[src/rtl/comparator_pkg.sv]
// rtl/comparator_pkg.sv - Relation codes, flag indices and relation decode shared by the comparator slice
package comparator_pkg;

    // Relation select codes carried on the mode input
    typedef enum logic [2:0] {
        MODE_EQ = 3'd0,
        MODE_NE = 3'd1,
        MODE_LT = 3'd2,
        MODE_LE = 3'd3,
        MODE_GT = 3'd4,
        MODE_GE = 3'd5
    } mode_e;

    // Codes 6 and 7 are unassigned; they always yield a false relation
    localparam logic [2:0] MODE_RSVD6 = 3'd6;
    localparam logic [2:0] MODE_RSVD7 = 3'd7;

    // Bit positions inside the {gt, eq, lt} flag vector
    localparam int FLAG_LT = 0;
    localparam int FLAG_EQ = 1;
    localparam int FLAG_GT = 2;
    localparam int FLAG_W  = 3;

    // Reduce the one-hot compare outcome to the selected relation
    function automatic logic relation_bit(
        input logic [2:0] mode_code,
        input logic       lt,
        input logic       eq,
        input logic       gt
    );
        logic rel;
        rel = 1'b0;
        case (mode_code)
            MODE_EQ: rel = eq;
            MODE_NE: rel = ~eq;
            MODE_LT: rel = lt;
            MODE_LE: rel = lt | eq;
            MODE_GT: rel = gt;
            MODE_GE: rel = gt | eq;
            default: rel = 1'b0;
        endcase
        return rel;
    endfunction

endpackage

[src/rtl/comparator_core.sv]
// rtl/comparator_core.sv - Combinational A-vs-B classifier; COMPARATOR_SIGNED_EN selects two's-complement operands
module comparator_core
    import comparator_pkg::*;
#(
    parameter int OW = 2
) (
    input  logic [OW-1:0] i_a,
    input  logic [OW-1:0] i_b,
    output logic          o_lt,
    output logic          o_eq,
    output logic          o_gt
);

    logic w_lt;
    logic w_eq;
    logic w_gt;

    // Equality is sign-agnostic; only the ordering depends on the operand interpretation
    always_comb begin
        w_eq = (i_a == i_b);
`ifdef COMPARATOR_SIGNED_EN
        w_lt = ($signed(i_a) < $signed(i_b));
`else
        w_lt = (i_a < i_b);
`endif
        w_gt = ~w_lt & ~w_eq;
    end

    assign o_lt = w_lt;
    assign o_eq = w_eq;
    assign o_gt = w_gt;

endmodule

[src/rtl/comparator.sv]
// rtl/comparator.sv - Registered relation comparator over a packed operand pair; optional COMPARATOR_SIGNED_EN
module comparator
    import comparator_pkg::*;
#(
    parameter int    WIDTH        = 4,
    parameter mode_e DEFAULT_MODE = MODE_GT
) (
    input  logic             clk,
    input  logic             rst_n,
    input  logic [WIDTH-1:0] a,
    input  logic             in_valid,
    input  logic             mode_sel_en,
    input  logic [2:0]       mode,
    output logic             b,
    output logic [2:0]       flags,
    output logic             out_valid
);

    localparam int OW = WIDTH / 2;

    logic [OW-1:0]     w_op_a;
    logic [OW-1:0]     w_op_b;
    logic              w_lt;
    logic              w_eq;
    logic              w_gt;
    logic [2:0]        w_eff_mode;
    logic [FLAG_W-1:0] w_flags;
    logic              w_rel;

    logic              r_b;
    logic [FLAG_W-1:0] r_flags;
    logic              r_valid;

    // Upper half is A, lower half is B
    assign w_op_a = a[WIDTH-1:OW];
    assign w_op_b = a[OW-1:0];

    comparator_core #(
        .OW (OW)
    ) u_core (
        .i_a  (w_op_a),
        .i_b  (w_op_b),
        .o_lt (w_lt),
        .o_eq (w_eq),
        .o_gt (w_gt)
    );

    // Resolve the active relation and pack the flags by their named indices
    always_comb begin
        w_eff_mode       = mode_sel_en ? mode : DEFAULT_MODE;
        w_flags          = '0;
        w_flags[FLAG_LT] = w_lt;
        w_flags[FLAG_EQ] = w_eq;
        w_flags[FLAG_GT] = w_gt;
        w_rel            = relation_bit(w_eff_mode, w_lt, w_eq, w_gt);
    end

    // Capture a result on each valid sample; idle cycles only drop the valid flag
    always_ff @(posedge clk or negedge rst_n) begin
        if (!rst_n) begin
            r_b     <= 1'b0;
            r_flags <= '0;
            r_valid <= 1'b0;
        end else if (in_valid) begin
            r_b     <= w_rel;
            r_flags <= w_flags;
            r_valid <= 1'b1;
        end else begin
            r_valid <= 1'b0;
        end
    end

    assign b         = r_b;
    assign flags     = r_flags;
    assign out_valid = r_valid;

endmodule

[config.mk]
export PLATFORM = sky130hd
export DESIGN_NAME = comparator
export DESIGN_NICKNAME = d
export VERILOG_FILES = /design/src/rtl/comparator_pkg.sv /design/src/rtl/comparator_core.sv /design/src/rtl/comparator.sv
export SDC_FILE = /design/constraint.sdc
export NUM_CORES = 1
export LEC_CHECK = 0
export CORE_AREA = 2 2 39 41
export CTS_CLUSTER_SIZE = 28
export DETAILED_ROUTE_END_ITERATION = 12
export DIE_AREA = 0 0 41 43
export PLACE_DENSITY = 0.59
export SLEW_MARGIN = 40
export SYNTH_ARGS = -nofsm -noshare
export SYNTH_HDL_FRONTEND = slang
export SYNTH_SLANG_ARGS = --single-unit
[constraint.sdc]
create_clock -name clk -period 1.4 [get_ports clk]
set_input_delay 0.42 -clock clk [delete_from_list [all_inputs] [get_ports clk]]
set_output_delay 0.42 -clock clk [all_outputs]
set_load 0.005 [all_outputs]
### Word level (Yosys, flattened, before mapping)

Cells that the tools add are included.

* flip-flop bits (word level): 5
* latch bits: 0
* memory bits (writable): 0
* bits in read-only memories: 0
* bits of input ports: 11
* output and inout port bits: 5
* word-level logic and storage cells: 19
* memories kept: 0

* add/subtract/negate cells: 0
* multipliers: 0
* div/mod/pow operators: 0
* order comparisons: 1
* equal/unequal tests: 6
* shift-type cells: 0
* muxes and demuxes: 3
* bitwise logic cells: 5
* reductions and logical operators: 1

Operators by type and width (number)
* equality test 3 x 2 -> 1 bit (second input constant): 2
* equality test 3 bit (second input constant): 2
* one-hot mux 1 bit (6 select lines): 1
* equality test 3 x 1 -> 1 bit (second input constant): 1
* logical NOT 3 bit: 1
* 2-to-1 mux 3 bit: 1
* equality test 2 bit: 1
* < comparator 2 bit: 1
* inverter 1 bit: 2
* bitwise OR 1 bit: 2
* bitwise AND 1 bit: 1
* 2-to-1 mux 1 bit: 1

### Depth between registers and ports, before layout

* depth after elaboration: 5
* depth in mapped cells: 6
* depth with buffers taken out: 6

### Cells and area by module

Synthesis repeated with hierarchy kept, for this count alone.

* cells, all modules: 30
* area total of the unflattened synthesis: 300.3 um^2

By module, submodules not included
* comparator: instances 1, cells each 21, area each 237.7 um^2, sequential area each 125.1 um^2
* comparator_core: instances 1, cells each 9, area each 62.6 um^2, sequential area each 0.0 um^2

### Least setup slack after synthesis

Ideal clock, no wire load.

* kind: input to register
* start: in a[1]
* end: reg r_b (netlist: b)
* setup time: 0.078 ns
* arrival time: 1.636 ns
* data required time: 1.322 ns
* slack: -0.314 ns
* stages: 6
* path buffers: 0
* path through: inv_1 -> ha_1 -> nor2b_4 -> or4b_1 -> o2111a_1 -> o2bb2ai_1

* cells in the longest elaborated chain, start to end: 5
* elaborated cells on any way between the ends: 8
* classes of those cells: 1 x order compare; 1 x eq/ne; 1 x mux; 5 x bitwise

RTL lines
* start, declared: RTL line comparator.sv:10 `input logic [WIDTH-1:0] a,`
* < comparator 2 bit or equality test 2 bit (tied branches): RTL line comparator_core.sv:24, comparator_core.sv:20
* inverter 1 bit, on equally long branches: RTL line comparator_core.sv:26, comparator_pkg.sv:35
* bitwise AND 1 bit: RTL line comparator_core.sv:26 `w_gt = ~w_lt & ~w_eq;`
* bitwise OR 1 bit: RTL line comparator_pkg.sv:39 `MODE_GE: rel = gt | eq;`
* one-hot mux 1 bit (6 select lines) *: RTL line comparator_pkg.sv:33 `case (mode_code)`
* end signal, assigned: RTL line comparator.sv:65 `r_b <= w_rel;`
* end, declared: RTL line comparator.sv:30 `logic r_b;`

Every way passes the cells marked *; elsewhere a longest branch is shown, timed or not.
A chain may end at the register's enable or synchronous reset.

### Final worst setup path

* start: in a[3]
* end: reg r_b (netlist: b)

The elaborated chain is that of the path after synthesis.

==> results by group <==
Floorplanning
  • Io pins: 16
  • Die X: 41 µm
  • Initial Util: 0.216
  • Die height: 43 µm
  • FP Rows: 14
  • Core area: 1380 µm²
  • Die area: 1760 µm²

Setup path
  • Max incr delay on CP: 0.46 ns
  • RR Startpoint: flags[2]
  • Crit path max-delay family: simple AND/OR/NAND/NOR gates
  • Worst Path Buf+Inv: 1
  • Worst Path Required: 1.57 ns
  • Worst R2R End: flags[2]
  • Crit path kind: primary input to register
  • Cell Chain, Critical Path: buf_6 -> ha_4 -> nor2b_4 -> or4b_1 -> o2111a_1 -> o2bb2ai_2
  • Worst reg-to-reg setup slack: 0.66 ns
  • R2R cell count: 1
  • CP Launch Type: primary input
  • Arr. time, crit path: 1.59 ns
  • Crit Path Max Fanout: 2
  • Crit. End Element: register
  • Max stage delay cell, worst path: or4b_1

Detailed routing
  • WL/cell: 9.43 µm
  • Vias per cell: 4.50
  • Detail Route Antenna Nets: 0
  • TritonRoute pass-1 iters: 2
  • Via count: 324
  • Post-Route WL: 679 µm
  • 1st-iter DRT viols: 2
  • DRC violations left: 0

Timing
  • Worst-Margin Slew: 0.229 ns
  • Achievable Freq: 704 MHz
  • Hold Fails Final Rpt: 0
  • Unrepaired setup endpoints after global routing: yes
  • Final setup viols: 1
  • Fin crit period: 1.42 ns
  • Max Clock Skew: 0 ns
  • Worst slew margin: 0.847
  • Fin. max-slew vios: 0
  • Final period util: 1.01
  • Final setup margin: -0.0210 ns

Logic synthesis
  • Async S/R FF share, synth: 1.00
  • Post-Synthesis Cells: 29
  • Mapped cell area: 299 µm²
  • Commonest cells post-synth: dfrtp_1, inv_1, o21ai_0, ha_1, nand3_1
  • Main area contributors after synthesis: dfrtp_1, ha_1, inv_1
  • Unique masters post-synth: 17
  • Post-synthesis net count: 42
  • Post-synth top area share: 0.418
  • Number of synthesized flops with an enable pin: 0
  • #FFs+latches synth: 5
  • Main synth FF type: dfrtp_1
  • YS warnings: 0
  • Mean post-synth cell area: 10.3 µm²
  • Yosys top cell by area: dfrtp_1
  • Seq/Total Area, Yosys: 0.418

Clocking
  • H-tree Lvls: 1
  • CTS Buf Count: 3
  • CTS sink count: 5
  • Clk slew on worst S/H paths: 0.04 ns
  • Root Driver: clkbuf_4
  • CTS tree: yes
  • Hold-fix buffers, CTS: 0
  • Worst skew pair latency: 0.24 ns
  • Clock buffer depth: 2

Global route
  • Number of global-route vias before repair: 303
  • Grt total ovfl: 0
  • GRT Overall Usage: 0.105
  • Largest net degree at the start of global routing: 6
  • Antenna violations before repair: 0
  • First-pass GRT wire length: 1.14 mm

Outcome
  • Failing checks: setup timing
  • Run status: complete, but fails checks

Finish
  • Nets: 70
  • Final std cells w/o fill: 72
  • Layout cells sized above 1: 0.393
  • Layout area overhead: 93.3%
  • # diodes: 0
  • Final Cell Area: 578 µm²
  • Final core utilization: 0.418

Power
  • Max VDD drop: 0.526 mV
  • Pleak: 0.278 nW
  • Pwr Density: 861 nW/µm²

Placed design
  • Pre-CTS setup slack: -0.698 ns
  • Dpl cells: 66
  • IO Port Bufs: 15
  • Gpl congestion: 0.723
  • DP Area: 527 µm²
  • Placed wire-length estimate: 535 µm

Flow run
  • Max-capacitance violation count: 0

Worst hold path
  • HP Class: primary input to async pin
through the flow:
step | hold WS [ns] | TNS [ns] | power (W)
after global placement | 0.484 | -1.70 | 0.000332
after global routing | 0.403 | -0.0610 | 0.000545
final | 0.400 | -0.0210 | 0.000498
after detailed placement | 0.479 | -1.74 | 0.000333
after floorplan | 0.124 | -0.143 | 0.000232
after CTS | 0.402 | -0.0940 | 0.000496
routing by layer:
layer  share of wire  track usage
met1            0.40        0.110
met4           0.021       0.0600
met2            0.46        0.125
met3            0.12        0.110
met5               0            0
flip-flops by register name (all words and copies together), names as in the netlist:
signal and flops:
b 1, flags 3, out_valid 1
power breakdown:
| group | total (W) | leakage [nW] | internal, W | switching [W] |
|---|---|---|---|---|
| clock | 0.000165 | 0.0150 | 0.000108 | 0.0000570 |
| sequential | 0.000171 | 0.0616 | 0.000163 | 0.00000791 |
| combinational | 0.000162 | 0.202 | 0.000102 | 0.0000592 |
| total | 0.000498 | 0.278 | 0.000373 | 0.000124 |
worst max-delay path by stage:
stage / start / slack [ns] / cells after the start / endpoint
after floorplan: a[1] / -0.14 / 6 / b
after global placement: a[3] / -0.69 / 6 / b
after detailed placement: a[3] / -0.70 / 6 / b
after CTS: a[1] / -0.09 / 7 / b
after global routing: a[1] / -0.06 / 7 / b
final: a[3] / -0.02 / 6 / b
cell families after synthesis:
logic type | Yosys count | synth area share
muxes | 1 | 0.0377
adders and majority gates | 2 | 0.0837
and+or+nand+nor | 6 | 0.163
AOI/OAI and AO/OA | 10 | 0.234
buffers and inverters | 5 | 0.0628
DFF | 5 | 0.418
repair_timing:
action	CTS	global route
pin swaps	4	3
gates resized for setup	21	8
buffers inserted	2	0
setup endpoints to repair	8	2
area by class of cell:
type,count,area [µm²]
fill,144,806
multi-input combinational,19,183
sequential,5,125
timing repair buffer,23,203
clock buffer,4,26.3
inverter,5,21.3
tap,16,20.0
cell usage in the layout, fill, tap and decap left out, types with 2 or more instances in the layout:
cell type	count
clkdlybuf4s50_1	4
clkbuf_4	3
dfrtp_1	5
buf_4	7
nand3_1	2
inv_1	4
buf_6	3
dlygate4sd2_1	7
o21ai_1	2
Note: power is estimated with default switching activity, not from simulation.
